[src/rtl/readout_seq_pkg.sv]
// Shared types and helpers for the frame readout sequencer: state encoding,
// ROI reset defaults, readout window length and the ROI validity rule.
package readout_seq_pkg;

    typedef enum logic [1:0] {
        ST_IDLE   = 2'd0,
        ST_SETTLE = 2'd1,
        ST_READ   = 2'd2,
        ST_COOL   = 2'd3
    } seq_state_t;

    localparam logic [5:0] ROI_ROW_START_DEF = 6'd0;
    localparam logic [5:0] ROI_ROW_END_DEF   = 6'd47;
    localparam logic [3:0] ROI_COL_START_DEF = 4'd0;
    localparam logic [3:0] ROI_COL_END_DEF   = 4'd15;

    function automatic int window_len(input int rows, input int ch_per_row, input int tail);
        return rows * ch_per_row + tail;
    endfunction

    // An all-zero request or an inverted axis is rejected.
    function automatic logic roi_valid(input logic [5:0] rs, input logic [5:0] re,
                                       input logic [3:0] cs, input logic [3:0] ce);
        return !((rs == 6'd0) && (re == 6'd0) && (cs == 4'd0) && (ce == 4'd0))
               && (rs <= re) && (cs <= ce);
    endfunction

endpackage

[src/rtl/sat_counter16.sv]
// 16-bit event counter that holds at 16'hFFFF instead of wrapping.
module sat_counter16 (
    input  logic        CLK,
    input  logic        RST,
    input  logic        INC,
    output logic [15:0] COUNT
);

    logic [15:0] count_reg;

    always_ff @(posedge CLK or posedge RST) begin
        if (RST) begin
            count_reg <= 16'd0;
        end else if (INC && (count_reg != 16'hFFFF)) begin
            count_reg <= count_reg + 16'd1;
        end
    end

    assign COUNT = count_reg;

endmodule

[src/rtl/readout_sequencer.sv]
// Frame readout controller: settle gap, one readout window, cool-down, ROI updates between frames.
// Optional macro READOUT_SEQ_PENDING_EN adds a one-deep pending frame slot for early FRAME_READY pulses.
module readout_sequencer
    import readout_seq_pkg::*;
#(
    parameter int ROWS        = 48,
    parameter int CH_PER_ROW  = 50,
    parameter int TAIL        = 8,
    parameter int GAP_CYCLES  = 100,
    parameter int COOL_CYCLES = 4
) (
    input  logic        CLK,
    input  logic        RST,
    input  logic        FRAME_READY,
    input  logic        FIFO_PROG_FULL,
    input  logic        FRAME_END_FLAG,
    input  logic        ROI_UPDATE,
    input  logic [5:0]  ROI_ROW_START,
    input  logic [5:0]  ROI_ROW_END,
    input  logic [3:0]  ROI_COL_START,
    input  logic [3:0]  ROI_COL_END,
    output logic        MEM_RD_FLAG,
    output logic        SET_PARAM,
    output logic [5:0]  ROW_START,
    output logic [5:0]  ROW_END,
    output logic [3:0]  COL_START,
    output logic [3:0]  COL_END,
    output logic        ROI_REJECT,
    output logic        BUSY,
    output logic        TIMEOUT,
    output logic [15:0] FRAME_COUNT,
    output logic [15:0] DROP_COUNT,
    output logic [15:0] ERR_COUNT
);

    localparam int          WIN_CYCLES = window_len(ROWS, CH_PER_ROW, TAIL);
    localparam logic [15:0] GAP_LAST   = 16'(GAP_CYCLES - 1);
    localparam logic [15:0] WIN_LAST   = 16'(WIN_CYCLES - 1);
    localparam logic [15:0] COOL_LAST  = 16'(COOL_CYCLES - 1);

    seq_state_t  state_reg, state_next;
    logic [15:0] cyc_reg, cyc_next;
    logic        mem_rd_reg, busy_reg, timeout_reg, set_param_reg, roi_reject_reg;
    logic [5:0]  row_start_reg, row_end_reg;
    logic [3:0]  col_start_reg, col_end_reg;
    logic        roi_pend_reg;
    logic [5:0]  pend_row_start_reg, pend_row_end_reg;
    logic [3:0]  pend_col_start_reg, pend_col_end_reg;
    logic        fe_d_reg, end_seen_reg;
    logic        is_idle, fe_rise, win_last, frame_done;
    logic        start_req, accept, drop_inc, roi_apply, roi_ok;

    assign is_idle    = (state_reg == ST_IDLE);
    assign fe_rise    = FRAME_END_FLAG & ~fe_d_reg;
    assign win_last   = (state_reg == ST_READ) && (cyc_reg == WIN_LAST);
    // A frame-end edge arriving in the final READ cycle is folded in here.
    assign frame_done = end_seen_reg | fe_rise;
    assign accept     = start_req & ~FIFO_PROG_FULL;
    assign roi_ok     = roi_valid(pend_row_start_reg, pend_row_end_reg,
                                  pend_col_start_reg, pend_col_end_reg);
    // Applying on the COOL->IDLE edge makes SET_PARAM visible in the first IDLE cycle.
    assign roi_apply  = roi_pend_reg & (is_idle | (state_next == ST_IDLE));

`ifdef READOUT_SEQ_PENDING_EN
    logic frame_pend_reg, frame_pend_next;

    assign start_req       = is_idle & (FRAME_READY | frame_pend_reg);
    assign drop_inc        = (~is_idle & FRAME_READY & frame_pend_reg) | (start_req & FIFO_PROG_FULL);
    // In IDLE the stored frame is consumed; a coincident new pulse takes its place.
    assign frame_pend_next = is_idle ? (FRAME_READY & frame_pend_reg) : (frame_pend_reg | FRAME_READY);

    always_ff @(posedge CLK or posedge RST) begin
        if (RST) begin
            frame_pend_reg <= 1'b0;
        end else begin
            frame_pend_reg <= frame_pend_next;
        end
    end
`else
    assign start_req = is_idle & FRAME_READY;
    assign drop_inc  = FRAME_READY & (~is_idle | FIFO_PROG_FULL);
`endif

    always_comb begin
        state_next = state_reg;
        cyc_next   = cyc_reg + 16'd1;
        case (state_reg)
            ST_IDLE: begin
                cyc_next = 16'd0;
                if (accept) begin
                    state_next = ST_SETTLE;
                end
            end
            ST_SETTLE: begin
                if (cyc_reg == GAP_LAST) begin
                    state_next = ST_READ;
                    cyc_next   = 16'd0;
                end
            end
            ST_READ: begin
                if (cyc_reg == WIN_LAST) begin
                    state_next = ST_COOL;
                    cyc_next   = 16'd0;
                end
            end
            ST_COOL: begin
                if (cyc_reg == COOL_LAST) begin
                    state_next = ST_IDLE;
                    cyc_next   = 16'd0;
                end
            end
            default: begin
                state_next = ST_IDLE;
                cyc_next   = 16'd0;
            end
        endcase
    end

    always_ff @(posedge CLK or posedge RST) begin
        if (RST) begin
            state_reg          <= ST_IDLE;
            cyc_reg            <= 16'd0;
            mem_rd_reg         <= 1'b0;
            busy_reg           <= 1'b0;
            timeout_reg        <= 1'b0;
            set_param_reg      <= 1'b0;
            roi_reject_reg     <= 1'b0;
            row_start_reg      <= ROI_ROW_START_DEF;
            row_end_reg        <= ROI_ROW_END_DEF;
            col_start_reg      <= ROI_COL_START_DEF;
            col_end_reg        <= ROI_COL_END_DEF;
            roi_pend_reg       <= 1'b0;
            pend_row_start_reg <= 6'd0;
            pend_row_end_reg   <= 6'd0;
            pend_col_start_reg <= 4'd0;
            pend_col_end_reg   <= 4'd0;
            fe_d_reg           <= 1'b0;
            end_seen_reg       <= 1'b0;
        end else begin
            state_reg   <= state_next;
            cyc_reg     <= cyc_next;
            mem_rd_reg  <= (state_next == ST_READ);
            busy_reg    <= (state_next != ST_IDLE);
            timeout_reg <= win_last & ~frame_done;
            fe_d_reg    <= FRAME_END_FLAG;

            if (state_reg != ST_READ) begin
                end_seen_reg <= 1'b0;
            end else if (fe_rise) begin
                end_seen_reg <= 1'b1;
            end

            if (ROI_UPDATE) begin
                roi_pend_reg       <= 1'b1;
                pend_row_start_reg <= ROI_ROW_START;
                pend_row_end_reg   <= ROI_ROW_END;
                pend_col_start_reg <= ROI_COL_START;
                pend_col_end_reg   <= ROI_COL_END;
            end else if (roi_apply) begin
                roi_pend_reg <= 1'b0;
            end

            set_param_reg  <= roi_apply & roi_ok;
            roi_reject_reg <= roi_apply & ~roi_ok;
            if (roi_apply && roi_ok) begin
                row_start_reg <= pend_row_start_reg;
                row_end_reg   <= pend_row_end_reg;
                col_start_reg <= pend_col_start_reg;
                col_end_reg   <= pend_col_end_reg;
            end
        end
    end

    logic [2:0]  cnt_inc;
    logic [15:0] cnt_val [3];

    assign cnt_inc = {drop_inc, win_last & ~frame_done, win_last & frame_done};

    generate
        for (genvar gi = 0; gi < 3; gi++) begin : g_cnt
            sat_counter16 u_cnt (
                .CLK   (CLK),
                .RST   (RST),
                .INC   (cnt_inc[gi]),
                .COUNT (cnt_val[gi])
            );
        end
    endgenerate

    assign FRAME_COUNT = cnt_val[0];
    assign ERR_COUNT   = cnt_val[1];
    assign DROP_COUNT  = cnt_val[2];
    assign MEM_RD_FLAG = mem_rd_reg;
    assign BUSY        = busy_reg;
    assign TIMEOUT     = timeout_reg;
    assign SET_PARAM   = set_param_reg;
    assign ROI_REJECT  = roi_reject_reg;
    assign ROW_START   = row_start_reg;
    assign ROW_END     = row_end_reg;
    assign COL_START   = col_start_reg;
    assign COL_END     = col_end_reg;

endmodule

[config.mk]
export PLATFORM = sky130hd
export DESIGN_NAME = readout_sequencer
export DESIGN_NICKNAME = d
export VERILOG_FILES = /design/src/rtl/readout_seq_pkg.sv /design/src/rtl/sat_counter16.sv /design/src/rtl/readout_sequencer.sv
export SDC_FILE = /design/constraint.sdc
export NUM_CORES = 1
export LEC_CHECK = 0
export ABC_AREA = 1
export CORE_AREA = 4 4 110 112
export DETAILED_ROUTE_END_ITERATION = 16
export DIE_AREA = 0 0 114 116
export PLACE_DENSITY = 0.88
export SLEW_MARGIN = 20
export SYNTH_ARGS = -nofsm -noshare
export SYNTH_HDL_FRONTEND = slang
export SYNTH_SLANG_ARGS = --single-unit
[constraint.sdc]
create_clock -name CLK -period 4.5 [get_ports CLK]
set_clock_uncertainty 0.2 [all_clocks]
set_input_delay 0.9 -clock CLK [delete_from_list [all_inputs] [get_ports CLK]]
set_output_delay 0.9 -clock CLK [all_outputs]
set_load 0.005 [all_outputs]
* Word-level counts from Yosys, hierarchy flattened
Index checks and enable logic that the tools add are counted.
** Storage, ports and cells
- Logic and storage cells :: 88
- Flip-flop bits (word level) :: 114
** Operators by class
- Equal/unequal tests :: 11
- Add/sub/neg operators :: 4
- Reduce and logical (&&, ||, !) cells :: 20
- $lt $le $gt $ge :: 2
- Mux-type cells :: 13
- Bitwise operators :: 17
** Operators by type and width (number)
- 16-bit by 1-bit adder with 16-bit output, second input constant :: 4
- 16-bit one-hot mux with 4 select lines :: 1
- 16-bit two-way mux :: 3
- 16-bit != test, second input constant :: 3
- 16-bit by 12-bit == test with 1-bit output, second input constant :: 1
- 16-bit by 2-bit == test with 1-bit output, second input constant :: 1
- 16-bit by 7-bit == test with 1-bit output, second input constant :: 1
- 6-bit zero test :: 2
- 1-bit logical AND :: 10
- 1-bit AND :: 9
- 4-bit zero test :: 2
- 2-bit two-way mux :: 4
- 2-bit one-hot mux with 4 select lines :: 1
- 2-bit == test, second input constant :: 3
- 6-bit <= comparator :: 1
- 2-bit nonzero test :: 3
- 1-bit NOT :: 5
- 4-bit <= comparator :: 1
- 2-bit zero test :: 2
- 1-bit two-way mux :: 4
- 1-bit bitwise OR :: 3
- 2-bit by 1-bit == test with 1-bit output, second input constant :: 1
- 2-bit != test, second input constant :: 1
- 1-bit zero test :: 1

* Longest topological paths before layout
- Word-level depth :: 10
- Gate-level depth with buffers :: 14

* Hierarchy
Synthesis repeated with hierarchy kept, for this count alone.
** Unflattened totals
- Cell total of the unflattened synthesis :: 828
- Area, all modules :: 6416.2 sq um
** Modules (own cells, without submodules)
- sat_counter16 :: seq. area each 400.4 sq um, area each 1069.8 sq um, cells each 150, instances 3
- readout_sequencer :: seq. area each 1662.8 sq um, area each 3206.8 sq um, cells each 378, instances 1

* Worst setup path after synthesis
Ideal clock, no wire load.
- Kind :: input to register
- Start :: in FRAME_END_FLAG
- End :: reg g_cnt[1].u_cnt.count_reg[4]
- Path slack :: 2.430 ns
- Cell stages on the path :: 7
- Library setup time :: 0.079 ns
- Required time :: 4.221 ns
- Arrival time :: 1.790 ns
- Buffers on the path :: 1
- Cells stage by stage :: a21oi_1 inv_1 nor2_1 nand2_1 buf_2 nor2_1 xor2_1
** On the way
- Word-level cells in the longest chain between the ends :: 5
** Ends and longest elaborated chain
- start, declared :: line readout_sequencer.sv:16 : input logic FRAME_END_FLAG,
- 1-bit AND :: line readout_sequencer.sv:54 : assign fe_rise = FRAME_END_FLAG & ~fe_d_reg;
- 1-bit bitwise OR :: line readout_sequencer.sv:57 : assign frame_done = end_seen_reg | fe_rise;
- 1-bit NOT :: line readout_sequencer.sv:177 : assign cnt_inc = {drop_inc, win_last & ~frame_done, win_last & frame_done};
- 1-bit AND :: line readout_sequencer.sv:177
- 1-bit logical AND :: line sat_counter16.sv:14 : end else if (INC && (count_reg != 16'hFFFF)) begin
- end signal, assigned :: line sat_counter16.sv:15 : count_reg <= count_reg + 16'd1;
- end, declared :: line sat_counter16.sv:9 : logic [15:0] count_reg;
Every way passes these cells.
A chain may end at the register's enable or synchronous reset.

* Worst setup path after layout
- Start :: reg cyc_reg[0]
- End :: reg col_start_reg[1] (netlist: COL_START[1])
** On the way
- Word-level cells in the longest chain between the ends :: 7
- Elaborated cells between the ends (all ways) :: 11
- Classes of those cells :: 3 x eq/ne; 4 x mux; 2 x bitwise; 2 x reduce/logical
** Ends and longest elaborated chain
- start, declared :: line readout_sequencer.sv:42 : logic [15:0] cyc_reg, cyc_next;
- start signal, assigned :: line readout_sequencer.sv:141 : cyc_reg <= cyc_next;
- 16-bit by 2-bit == test with 1-bit output (tied with other cells) :: line readout_sequencer.sv:107 : if (cyc_reg == COOL_LAST) begin
- 2-bit two-way mux, on equally long branches :: line readout_sequencer.sv:107, readout_sequencer.sv:95, readout_sequencer.sv:101
- 2-bit one-hot mux with 4 select lines (*) :: line readout_sequencer.sv:87 : case (state_reg)
- 2-bit zero test (*) :: line readout_sequencer.sv:62 : assign roi_apply = roi_pend_reg & (is_idle | (state_next == ST_IDLE));
- 1-bit bitwise OR (*) :: line readout_sequencer.sv:62
- 1-bit AND (*) :: line readout_sequencer.sv:62
- 1-bit logical AND (*) :: line readout_sequencer.sv:165 : if (roi_apply && roi_ok) begin
- end signal, assigned :: line readout_sequencer.sv:168 : col_start_reg <= pend_col_start_reg;
- end, declared :: line readout_sequencer.sv:45 : logic [3:0] col_start_reg, col_end_reg;
Mark *: on every way between the ends. The rest lies on a longest branch, timed or not.

==> flow_summary.html <==
<table>
<tr><th>Metric</th><th>Value</th></tr>
<tr><th colspan="2">Layout</th></tr>
<tr><td>Inserted Diodes</td><td>0</td></tr>
<tr><td>Flip-flop count of the largest register after layout</td><td>48</td></tr>
<tr><td># nets final</td><td>832</td></tr>
<tr><td>Layout overhead on the synthesized area</td><td>29.4%</td></tr>
<tr><td>Final instance area</td><td>approximately 0.0075 mm^2</td></tr>
<tr><td>Area occupied by multi-input gates</td><td>0.00253 mm^2</td></tr>
<tr><td>Share of layout cells above drive strength 1</td><td>7.70%</td></tr>
<tr><td>Number of fillers in the final layout</td><td>between 800 and 900</td></tr>
<tr><td>Sequential standard cell area</td><td>0.00286 mm^2</td></tr>
<tr><th colspan="2">Synth</th></tr>
<tr><td>Unique cell type count in the Yosys netlist</td><td>32</td></tr>
<tr><td>Library cell with the highest instance count after synthesis</td><td>sky130_fd_sc_hd__nand2_1</td></tr>
<tr><td>Flip-flop cell with the highest count after synthesis</td><td>sky130_fd_sc_hd__dfrtp_1</td></tr>
<tr><td>Count of state elements after synthesis</td><td>114</td></tr>
<tr><td>Main combinational cell family by area after synthesis</td><td>simple AND/OR/NAND/NOR gates</td></tr>
<tr><td>Most instantiated cells after synthesis</td><td>sky130_fd_sc_hd__nand2_1, sky130_fd_sc_hd__dfrtp_1, sky130_fd_sc_hd__inv_1, sky130_fd_sc_hd__nor2_1, sky130_fd_sc_hd__nand4_1</td></tr>
<tr><td>Count of flip-flops with a built-in enable after synthesis</td><td>0</td></tr>
<tr><td>Synth warn</td><td>0</td></tr>
<tr><td>Portion of the post-synthesis area used by sequential elements</td><td>49.6%</td></tr>
<tr><td>Cell type with the largest total area after synthesis</td><td>sky130_fd_sc_hd__dfrtp_1</td></tr>
<tr><td>Synthesized area</td><td>0.00577 mm^2</td></tr>
<tr><td>Number of cells produced by synthesis</td><td>between 600 and 700</td></tr>
<tr><td>Synthesized-area fraction occupied by ao, oa, aoi and oai cells</td><td>4.59%</td></tr>
<tr><td>Mean post-synth cell area</td><td>8.38 um^2</td></tr>
<tr><td>Top cells by area in the synthesized netlist</td><td>sky130_fd_sc_hd__dfrtp_1, sky130_fd_sc_hd__nand2_1, sky130_fd_sc_hd__xor2_1</td></tr>
<tr><td>Fraction of registers with async set or reset after synthesis</td><td>100%</td></tr>
<tr><td>Area share of the largest cell type after synthesis</td><td>45.5%</td></tr>
<tr><td>Post-synthesis share of cell area spent on xor and xnor gates</td><td>8.04%</td></tr>
<tr><td>Share of synthesized area spent on multiplexers</td><td>0%</td></tr>
<tr><td>Adder and majority gate portion of the synthesized area</td><td>3.03%</td></tr>
<tr><td>Number of nets produced by synthesis</td><td>729</td></tr>
<tr><td>Fraction of the mapped netlist area in simple logic gates</td><td>28.2%</td></tr>
<tr><th colspan="2">Clock tree</th></tr>
<tr><td>Root Driver</td><td>sky130_fd_sc_hd__clkbuf_16</td></tr>
<tr><td>CTS hold repair buffers</td><td>0</td></tr>
<tr><td>CTS Sinks</td><td>114</td></tr>
<tr><td>Number of gates resized after cts</td><td>0</td></tr>
<tr><td>Post-CTS Setup Bufs</td><td>0</td></tr>
<tr><td>Clock tree from TritonCTS</td><td>built</td></tr>
<tr><td>Clock latency on the worst-skew pair</td><td>410 ps</td></tr>
<tr><td>Clk pin slew, worst setup/hold paths</td><td>50 ps</td></tr>
<tr><td>Max Root-Sink Buffers</td><td>2</td></tr>
<tr><td>CTS HTree Levels</td><td>4</td></tr>
<tr><td>TritonCTS buffer count</td><td>17</td></tr>
<tr><th colspan="2">Worst setup path</th></tr>
<tr><td>CP Data Arrival Time</td><td>2820 ps</td></tr>
<tr><td>Required time reported for the critical path endpoint</td><td>4590 ps</td></tr>
<tr><td>Critical path class</td><td>flop to flop</td></tr>
<tr><td>Reg-to-reg slack, setup</td><td>1770 ps</td></tr>
<tr><td>Crit path max fanout</td><td>22</td></tr>
<tr><td>Crit path capture type</td><td>flop</td></tr>
<tr><td>Setup crit start kind</td><td>flop</td></tr>
<tr><th colspan="2">STA</th></tr>
<tr><td>Final-report setup violation count</td><td>0</td></tr>
<tr><td>Unrepaired setup endpoints after global routing</td><td>no</td></tr>
<tr><td>Period minus WS final</td><td>2730 ps</td></tr>
<tr><td>Final clock period utilization by the worst path</td><td>60.6%</td></tr>
<tr><td>Max Transition Viols Final</td><td>0</td></tr>
<tr><td>Actual slew at the worst max-slew pin</td><td>1050 ps</td></tr>
<tr><td>Setup Total Neg Slack</td><td>0 ps</td></tr>
<tr><td>Max Fclk</td><td>367 MHz</td></tr>
<tr><td>Remaining max-slew budget at the tightest pin</td><td>approximately 30%</td></tr>
<tr><td>Total count of hold-check failures in the final report</td><td>0</td></tr>
<tr><th colspan="2">GRT</th></tr>
<tr><td>Pin count of the biggest net entering global routing</td><td>between 70 and 80</td></tr>
<tr><td>Combined global-route utilization of all metal layers</td><td>between 20% and 30%</td></tr>
<tr><td>Number of global-route vias before repair</td><td>approximately 5.0k</td></tr>
<tr><td>Total overflow reported by the global router</td><td>0</td></tr>
<tr><td>Global-route wire length before repair</td><td>22.4 mm</td></tr>
<tr><td>Number of antenna violations at the first check in global routing</td><td>0</td></tr>
<tr><th colspan="2">Die</th></tr>
<tr><td>Height of the die</td><td>116 um</td></tr>
<tr><td>Placement Rows</td><td>39</td></tr>
<tr><td>Die extent in x</td><td>between 100 and 150 um</td></tr>
<tr><td>Die ar.</td><td>~0.013 mm^2</td></tr>
<tr><td>Starting Density</td><td>between 50% and 60%</td></tr>
<tr><td>I/O pin count</td><td>99</td></tr>
<tr><td>Area of the placeable core</td><td>0.0112 mm^2</td></tr>
<tr><th colspan="2">Place</th></tr>
<tr><td>Placed cell areas</td><td>0.00687 mm^2</td></tr>
<tr><td>Final GP Congestion</td><td>0.872</td></tr>
<tr><td>Dpl hpwl</td><td>9.12 mm</td></tr>
<tr><td>Number of buffer cells added on primary ports</td><td>roughly 100</td></tr>
<tr><th colspan="2">Power</th></tr>
<tr><td>Standby leakage power</td><td>roughly 3.5 nW</td></tr>
<tr><td>Max rail drop VDD</td><td>381 uV</td></tr>
<tr><td>Final Power</td><td>approximately 2.8 mW</td></tr>
<tr><td>Areal power density over the cells</td><td>between 300 and 400 mW/mm^2</td></tr>
<tr><th colspan="2">Flow run</th></tr>
<tr><td># Max-Cap Violations</td><td>0</td></tr>
<tr><th colspan="2">Run status</th></tr>
<tr><td>Outcome</td><td>finished clean</td></tr>
<tr><th colspan="2">Detailed routing</th></tr>
<tr><td>Pre-antenna DRT Iters</td><td>5</td></tr>
<tr><td>Avg Vias per Cell</td><td>5.33</td></tr>
<tr><td>Number of vias after detailed routing</td><td>5,050</td></tr>
<tr><td>Initial DRC count</td><td>between 400 and 500</td></tr>
<tr><td>ANT nets after route</td><td>0</td></tr>
<tr><td>Remaining design rule violation count</td><td>0</td></tr>
<tr><td>Detail-routed net length per standard cell</td><td>14.2 um</td></tr>
<tr><td>Total routed wirelength</td><td>13.4 mm</td></tr>
<tr><th colspan="2">Hold path</th></tr>
<tr><td>Class of the most critical hold timing path</td><td>flop to flop</td></tr>
</table>
==> cell families after synthesis <==
family | count (synthesis)
flip-flops | 114
XOR/XNOR | 53
AND/OR/NAND/NOR | 364
adder cells (fa/ha/maj) | 14
buffers and inverters | 93
AO/OA/AOI/OAI | 51
==> metrics by stage <==
stage	setup WS (ps)	hold slack, ps	cells	util [%]
after floorplan	399	233	689	-
after global placement	1580	249	916	61.2
after detailed placement	1530	252	916	61.2
after CTS	1800	260	948	66.5
after global routing	1540	277	948	66.5
final	1770	258	948	66.5
==> final cells by class <==
cell class	count	share of cell area, %
Inverter	76	3.87
Timing Repair Buffer	101	13.4
Sequential cell	114	38.3
Clock inverter	13	2.14
Tap cell	143	2.40
Clock buffer	19	5.93
Multi-Input combinational cell	482	33.9
==> path summary, 6_finish.rpt <==
path | startpoint | endpoint | cells after the start
max | cyc_reg[0]$_DFF_PP0_ | COL_START[1]$_DFFE_PP0P_ | 13
min | ROW_END[1]$_DFFE_PP1P_ | ROW_END[1]$_DFFE_PP1P_ | 2
max reg2reg | cyc_reg[0]$_DFF_PP0_ | COL_START[1]$_DFFE_PP0P_ | 13
min reg2reg | ROW_END[1]$_DFFE_PP1P_ | ROW_END[1]$_DFFE_PP1P_ | 2
max in group asynchronous | RST | ROW_END[3]$_DFFE_PP1P_ | 3
min in group asynchronous | RST | SET_PARAM$_DFF_PP0_ | 2
==> worst max-delay path, stage by stage (launching register included) <==
cell	delay, ps
sky130_fd_sc_hd__dfrtp_1	390
sky130_fd_sc_hd__ha_1	250
sky130_fd_sc_hd__nand2_1	100
sky130_fd_sc_hd__inv_1	70
sky130_fd_sc_hd__nand2_1	70
sky130_fd_sc_hd__nor2_1	50
sky130_fd_sc_hd__nand3_1	80
sky130_fd_sc_hd__nand2_1	80
sky130_fd_sc_hd__nor2_2	150
sky130_fd_sc_hd__nand3_2	110
sky130_fd_sc_hd__nand2_2	320
sky130_fd_sc_hd__nand3_2	460
sky130_fd_sc_hd__nand2_1	190
sky130_fd_sc_hd__nand2_1	70
==> power by group <==
group / leakage (nW) / total (mW) / internal, mW / switching [mW]
clock: 0.281 / 1.36 / 0.883 / 0.481
sequential: 1.42 / 1.14 / 1.08 / 0.0613
combinational: 1.75 / 0.306 / 0.141 / 0.165
total: 3.46 / 2.81 / 2.10 / 0.707
==> layout by cell type, fill, tap and decap left out, types with 23 or more instances in the layout <==
| cell type | count |
|---|---|
| sky130_fd_sc_hd__clkdlybuf4s50_1 | 98 |
| sky130_fd_sc_hd__dfrtp_1 | 105 |
| sky130_fd_sc_hd__inv_1 | 72 |
| sky130_fd_sc_hd__nand2_1 | 181 |
| sky130_fd_sc_hd__nand3_1 | 29 |
| sky130_fd_sc_hd__nand4_1 | 39 |
| sky130_fd_sc_hd__nor2_1 | 62 |
| sky130_fd_sc_hd__nor3_1 | 23 |
| sky130_fd_sc_hd__o21ai_0 | 38 |
| sky130_fd_sc_hd__xor2_1 | 38 |
==> metal layers <==
metal / track usage (%) / part of all wire, % / up-vias / wire length, um
met2: 35.2 / 49 / 208 / 6570
met4: 7.44 / 2.0 / 0 / 270
met5: 0 / 0 / - / 0
met3: 5.01 / 7.1 / 35 / 954
li1: - / - / 2453 / -
met1: 26.9 / 42 / 2354 / 5650
(Power assumes the default switching activity.)
==> patch, RTL diff (same flow settings) <==
The 4 states of `seq_state_t` get a Gray code encoding in 2 bits.
--- a/src/rtl/readout_seq_pkg.sv
+++ b/src/rtl/readout_seq_pkg.sv
@@ -3,10 +3,10 @@
 package readout_seq_pkg;
 
     typedef enum logic [1:0] {
-        ST_IDLE   = 2'd0,
-        ST_SETTLE = 2'd1,
-        ST_READ   = 2'd2,
-        ST_COOL   = 2'd3
+        ST_IDLE   = 2'b00,
+        ST_SETTLE = 2'b01,
+        ST_READ   = 2'b11,
+        ST_COOL   = 2'b10
     } seq_state_t;
 
     localparam logic [5:0] ROI_ROW_START_DEF = 6'd0;
Behaviour: no difference found for any inputs over 10 cycles, from zero or initial values and one cycle with RST high; not proved beyond that.
==> patch against the unedited design <==
Maximum frequency rose by 1.6%; cell count increased by 14%; design area increased by 8.0%; die area stayed put; wire length rose by 16%; via count increased by 16%; worst setup slack gained 43 ps; register-to-register slack better by 140 ps; sequential cell count unchanged; total power increased by 4.4%; synthesized area up 9.8%; synthesized cell count is 19% higher.
==> patch: results <==
worst_setup_path:
  rr_endpoint: "g_cnt[0].u_cnt.COUNT[5]$_DFFE_PP0P_"
  critPathMaxFanout: 24
  reg2reg_from: "g_cnt[0].u_cnt.COUNT[0]$_DFFE_PP0P_"
  cp_top_family: "simple AND/OR/NAND/NOR gates"
  crit_end: "g_cnt[1].u_cnt.COUNT[2]$_DFFE_PP0P_"
  startpoint: "FRAME_END_FLAG"
  max_stage_delay_ps: 610
  reg2reg_slack_ps: 1910
  critPathSlowestCell: "nor2_4"
  reg2reg_depth: 7
  worstPathArrival_ps: 2790
power_and_ir_drop:
  power.share.clock_pct: 49.5
  vdd_drop_max_v: 0.000254
  switching_share_pct: 24.2
  power_clock_uw: 1450
  power.leakage_uw: 0.00383
  top_power_group: "the clock network"
  seqPwrFrac_pct: 39.2
layout:
  diodes: 0
  nets: 963
  drive_above_1_share_pct: 9.62
placed_design:
  dp_slack_ps: 1450
  dpl-instance-area_sq_um: 7420
  dp.cells: 1047
  gp_congestion: 0.903
  hpwl_mm: 10.5
sta:
  fin_crit_ps: 2680
  slew_headroom_pct: 46.8
  whs_ps: 261
yosys:
  seq_area_frac_synth_pct: 45.2
  synthTopCellsByCount: "nand2_1, dfrtp_1, nand3_1"
  ys.flop_type: "dfrtp_1"
  yosysUniqueCellTypes: 35
  synth_nets: 861
  synth.area.top_cells: "dfrtp_1, nand2_1, nand3_1, inv_1, nor2_1"
  synthArstFlopShare_pct: 100
  avgSynthCellArea_sq_um: 7.72
grt:
  grt_pass1_vias: 5745
  track_usage_pct: 24.5
  antenna_found_initial: 0
  grt_pass1_wl_mm: 26.0
  grt_max_degree: 66
clock_tree:
  cts_max_level: 4
  root_buffer: "clkbuf_16"
  cts_resized: 0
  cts_made_buffers: 17
min_path:
  min-delay-path-class: "flip-flop to flip-flop"
  hp-start: "ROW_END[3]$_DFFE_PP1P_"
  hold_depth: 2
  holdPathEnd: "ROW_END[3]$_DFFE_PP1P_"
detailed_routing:
  dr.pass1.iters: 5
  vias: 5845
  first_iter_violations: 488
  viasPerCell: 5.42
  wl_per_cell_um: 14.5
run_status:
  status: "complete, no violations"
## patch: cell types whose count changed after synthesis, moves of 8 or more
cell and delta:
nor2_1 +10, nand4_1 -25, nor4_1 -10, nand2_1 +71
xor2_1 -8, o21ai_2 +11, nand2_2 +13, nand3_1 +64
## patch: cells by family (layout without fill, tap and decap cells)
group	count (synthesis)	after routing	share of synthesized area [%]
buffers and inverters	103	218	6.77
adders and majority gates	14	14	2.76
xor gates and xnor gates	40	40	5.53
DFF	114	114	45.2
and+or+nand+nor	487	487	33.9
AOI/OAI and AO/OA	63	63	5.83
## patch: cell type report
type / instances / area (sq um)
fill: 844 / 3160
multi-input combinational: 604 / 3040
sequential: 114 / 2860
timing repair buffer: 101 / 1020
clock buffer: 23 / 488
inverter: 85 / 322
tap: 143 / 179
clock inverter: 9 / 151
## patch: layer usage
layer	GRT usage [%]	wire length, um	vias up
li1	-	-	2842
met1	29.2	6390	2766
met2	43.0	7960	210
met3	6.11	980	27
met4	9.18	277	0
met5	0	0	-
